`config.mk`:
```
export PLATFORM = sky130hd
export DESIGN_NAME = branch_hazard_unit
export DESIGN_NICKNAME = d
export VERILOG_FILES = /design/src/rtl/branch_hazard_unit.sv
export SDC_FILE = /design/constraint.sdc
export NUM_CORES = 1
export LEC_CHECK = 0
export BUFFER_PORTS_ARGS = -buffer_cell sky130_fd_sc_hd__buf_4
export CORE_AREA = 2 2 50 52
export DETAILED_ROUTE_END_ITERATION = 12
export DIE_AREA = 0 0 52 54
export GPL_TIMING_DRIVEN = 0
export PLACE_DENSITY_LB_ADDON = 0.3
export SYNTH_ARGS = -nofsm -noshare
export SYNTH_HDL_FRONTEND = slang
export SYNTH_SLANG_ARGS = --single-unit
```
`constraint.sdc`:
```
create_clock -name clock -period 3.3 [get_ports clock]
set_input_delay 0.33 -clock clock [delete_from_list [all_inputs] [get_ports clock]]
set_output_delay 0.33 -clock clock [all_outputs]
set_load 0.02 [all_outputs]
```
`src/rtl/branch_hazard_unit.sv`:
```
// rtl/branch_hazard_unit.sv - ID-stage branch/load hazard detection and comparator forwarding control
module branch_hazard_unit #(
    parameter logic [5:0] BEQ_OP = 6'b000100,
    parameter int         RW     = 5
) (
    input  logic          clock,
    input  logic          reset_n,
    input  logic          id_valid,
    input  logic [5:0]    id_op,
    input  logic [RW-1:0] id_rs,
    input  logic [RW-1:0] id_rt,
    input  logic [RW-1:0] id_dst,
    input  logic          id_regwrite,
    input  logic          id_memread,
    input  logic          takebranch,
    output logic [1:0]    fa,
    output logic [1:0]    fb,
    output logic          stall,
    output logic          flush
);

    localparam logic [1:0] SEL_RF  = 2'b00;
    localparam logic [1:0] SEL_MEM = 2'b01;
    localparam logic [1:0] SEL_EX  = 2'b10;

    logic [RW-1:0] ex_dst, mem_dst, wb_dst;
    logic          ex_wr, mem_wr, wb_wr;
    logic          ex_ld, mem_ld, wb_ld;

    logic          is_beq;
    logic          stall_a, stall_b;
    logic [1:0]    sel_a, sel_b;
    logic          stall_int;

    function automatic logic hit(input logic [RW-1:0] dst, input logic wr,
                                 input logic [RW-1:0] r);
        return wr && (dst == r) && (r != '0);
    endfunction

    // First matching rule wins; a stalled operand reports the register-file select.
    function automatic logic [2:0] resolve(input logic [RW-1:0] r);
        logic [2:0] res;
        if (hit(ex_dst, ex_wr, r))
            res = {1'b1, SEL_RF};
        else if (hit(mem_dst, mem_wr, r) && mem_ld)
            res = {1'b1, SEL_RF};
        else if (hit(mem_dst, mem_wr, r))
            res = {1'b0, SEL_EX};
        else if (hit(wb_dst, wb_wr, r))
            res = {1'b0, SEL_MEM};
        else
            res = {1'b0, SEL_RF};
        return res;
    endfunction

    assign is_beq = id_valid && (id_op == BEQ_OP);

    always_comb begin
        stall_a   = 1'b0;
        stall_b   = 1'b0;
        sel_a     = SEL_RF;
        sel_b     = SEL_RF;
        stall_int = 1'b0;
        if (is_beq) begin
            {stall_a, sel_a} = resolve(id_rs);
            {stall_b, sel_b} = resolve(id_rt);
            stall_int = stall_a | stall_b;
        end else if (id_valid) begin
            stall_int = ex_ld && (hit(ex_dst, ex_wr, id_rs) || hit(ex_dst, ex_wr, id_rt));
        end
    end

    // Outputs are forced inactive for as long as reset is held.
    assign stall = reset_n & stall_int;
    assign fa    = reset_n ? sel_a : SEL_RF;
    assign fb    = reset_n ? sel_b : SEL_RF;
    assign flush = reset_n & takebranch & is_beq & ~stall_int;

    always_ff @(posedge clock or negedge reset_n) begin
        if (!reset_n) begin
            ex_dst  <= '0;
            ex_wr   <= 1'b0;
            ex_ld   <= 1'b0;
            mem_dst <= '0;
            mem_wr  <= 1'b0;
            mem_ld  <= 1'b0;
            wb_dst  <= '0;
            wb_wr   <= 1'b0;
            wb_ld   <= 1'b0;
        end else begin
            wb_dst  <= mem_dst;
            wb_wr   <= mem_wr;
            wb_ld   <= mem_ld;
            mem_dst <= ex_dst;
            mem_wr  <= ex_wr;
            mem_ld  <= ex_ld;
            if (stall_int || !id_valid) begin
                ex_dst <= '0;
                ex_wr  <= 1'b0;
                ex_ld  <= 1'b0;
            end else begin
                ex_dst <= id_dst;
                ex_wr  <= id_regwrite;
                ex_ld  <= id_memread;
            end
        end
    end

endmodule
```
==> summary.md <==
| Metric | Value |
|---|---|
| Status | complete, no violations |
| Maximum vdd drop | 0.232 mV |
| H-tree Lvls | 1 |
| Postcts setup bufs | 0 |
| Worst path required time | 2.97 ns |
| Crit end category | output pin |
| GP Congestion | 0.870 |
| Ratio of cells with drive above 1 in the final layout | 0.340 |
| Fmax | 410 MHz |
| R2R depth | 5 |
| Num rows | 18 |
| Fin crit share | 0.738 |
| Critical-path cell list | xnor2_1 -> nand4_1 -> or4_4 -> nand2_2 -> a32o_1 -> buf_4 |
| Crit-path max FO | 9 |
| Post-Layout Cell Count | 177 |
| Crit-path slowest cell | or4_4 |
| Num ports | 33 |
| Met1 usage | 0.249 |
| Wirelength per Cell | 15.5 µm |
| Hold Slack | 0.318 ns |
| Met2 Track Usage GR | 0.430 |
| Die width | 52 µm |
| First-pass GRT wire length | 4510 µm |
| Seq/Total Area, Yosys | 0.421 |
| Crit path max-delay family | simple AND/OR/NAND/NOR gates |
| Nets@finish | 175 |
| Synth Instances | 110 |
| Vias/cell | 5.48 |
| Max Buffers Root-to-Sink | 2 |
| Hold crit path type | input port to flip-flop |
| Clk_lat worst skew | 0.29 ns |
| LEAKAGE | 0.681 nW |
| Post_cts resized | 0 |
| Grt total ovfl | 0 |
| Worst Tran Pin Value | 0.597 ns |
| Port bufs | 32 |
| CTS buffer count | 3 |
| Die area | 0.00281 mm² |
| Max Slew Vio Count | 0 |
| Critical path buffers and inverters | 1 |
| Root buffer cell | clkbuf_4 |
| Starting Density | 0.513 |
| Final instance area | 0.00153 mm² |
| Clock-pin slew on the worst setup and hold paths | 0.11 ns |
| Number of global-route vias before repair | 1005 |
| # setup viols final | 0 |
| Critical Path Source Type | flip-flop |
| Clock skew | 0.00173 ns |
| Placed Cells | 172 |
| CORE AREA | 0.00232 mm² |
| GRT busiest layer | met2 |
| Area grow syn2layout | 28.6% |
| Syn Nets | 137 |
| Leading area contributor after synthesis | dfrtp_1 |
| Final wirelength | 2750 µm |
| Iteration-0 DRC Markers | 11 |
| Yosys top cell area share | 0.421 |
| HPWL after DPL | 2200 µm |
| CP Class | flip-flop to output pin |
| Seq cells post-synth | 20 |
| Max-slew headroom | 0.598 |
| Initial antenna violation count | 0 |
| Pwr/cell area | 392 mW/mm² |
| Grt met3 use | 0.0306 |
| DR pass1 iterations | 4 |
| Number of max-cap violations | 0 |
| CTS tree | done |
| Fillers | 184 |
| Clk sinks | 20 |
| Crit path time final | 2.44 ns |
| Via count | 970 |
| Commonest cells after routing, fill and taps aside | buf_4, dfrtp_1, xnor2_1, xor2_1, nand2_1 |
| Mapped cell area | 0.00119 mm² |
| Antenna cells | 0 |
| Area post-placement | 0.00147 mm² |
| RSZ-0062 raised after global routing | no |
| Mean Syn Cell Area | 10.8 µm² |
| Post-synthesis cell type count | 22 |
| Dominant cells by area after synthesis | dfrtp_1, xnor2_1, xor2_1 |
| Arrival @ worst endpoint | 2.11 ns |
| Hold Fails Final Rpt | 0 |
| Yosys warns | 0 |
| Setup WS pre-CTS | 0.991 ns |
| Hold path depth | 3 |
| Setup TNS | 0 ns |
| Post-route ant nets | 0 |
| DRC viols | 0 |
| Commonest non-fill, non-tap cell in the layout | buf_4 |
| Highest cell delay on the worst timing path | 0.48 ns |
| GRT Total Usage | 0.219 |
| Final WS setup | 0.864 ns |
| CP Depth | 6 |
| Largest net degree at the start of global routing | 23 |
| Die H | 54 µm |
## cell usage after synthesis (all sizes together)
cell and instances:
buf 1, nor2 3, xnor2 16, nor3 3
a32o 1, nand2 13, dfrtp 20, nor4 6
nand4 4, nor4bb 1, nand3 9, clkbuf 1
o21a 1, or4 4, o32ai 7, a21boi 1
xor2 14, inv 3, and3 2
## report_power, final
group | internal (mW) | switching [mW] | total (mW)
clock network | 0.123 | 0.0703 | 0.193
registers | 0.267 | 0.0227 | 0.290
logic | 0.0644 | 0.0534 | 0.118
## cell families (layout without fill, tap and decap cells)
group / Yosys count / in the layout / share of synthesized area
buf+inv: 5 / 42 / 0.0221
simple gates: 45 / 45 / 0.210
xor+xnor: 30 / 30 / 0.221
compound gates: 10 / 10 / 0.126
flops: 20 / 20 / 0.421
## through the flow
stage                util  power (mW)
finish              0.660       0.601
global route        0.660       0.630
CTS                 0.660       0.607
detailed placement  0.633       0.412
global placement    0.633       0.405
floorplan               -       0.356
## worst register-to-register path: cells and delay by family (launching register included)
kind	cells	cell delay, ns
and+or+nand+nor	2	0.60
DFF	1	0.44
xor gates and xnor gates	1	0.20
AOI/OAI and AO/OA	2	0.47
## routing by layer
layer,part of all wire,vias to the layer above
met4,0.0055,0
met2,0.55,32
met5,0,-
li1,-,471
met3,0.048,2
met1,0.40,465
## path summary, 6_finish.rpt
path | to | from | slack [ns]
worst max register to register | ex_dst[3]$_DFF_PN0_ | ex_dst[3]$_DFF_PN0_ | 1.48
max in group asynchronous | mem_dst[1]$_DFF_PN0_ | reset_n | 2.65
worst min-delay path | ex_dst[4]$_DFF_PN0_ | id_dst[4] | 0.32
worst min register to register | mem_wr$_DFF_PN0_ | ex_wr$_DFF_PN0_ | 0.44
worst max-delay path | stall | ex_dst[3]$_DFF_PN0_ | 0.86
min in group asynchronous | mem_wr$_DFF_PN0_ | reset_n | 0.45
## state kept, by name, summed over array words and instances, names as in the netlist
register and cells:
ex_wr 1, wb_dst 5, mem_ld 1, wb_wr 1, ex_ld 1, mem_dst 5, mem_wr 1, ex_dst 5
## cell type report
cell class | instances | area [µm²] | share of cell area
buffer | 2 | 15.0 | 0.00981
clock buffer | 3 | 22.5 | 0.0147
clock inverter | 1 | 30.0 | 0.0196
inverter | 3 | 11.3 | 0.00736
multi-input combinational | 85 | 663 | 0.433
sequential | 20 | 500 | 0.327
tap | 30 | 37.5 | 0.0245
timing repair buffer | 33 | 250 | 0.164
## repair_timing
action | CTS | global route
hold endpoints to repair | 20 | 0
endpoints found under the setup margin | 0 | 0
hold buffers | 1 | 0
Power figures use the tool's default switching activity.
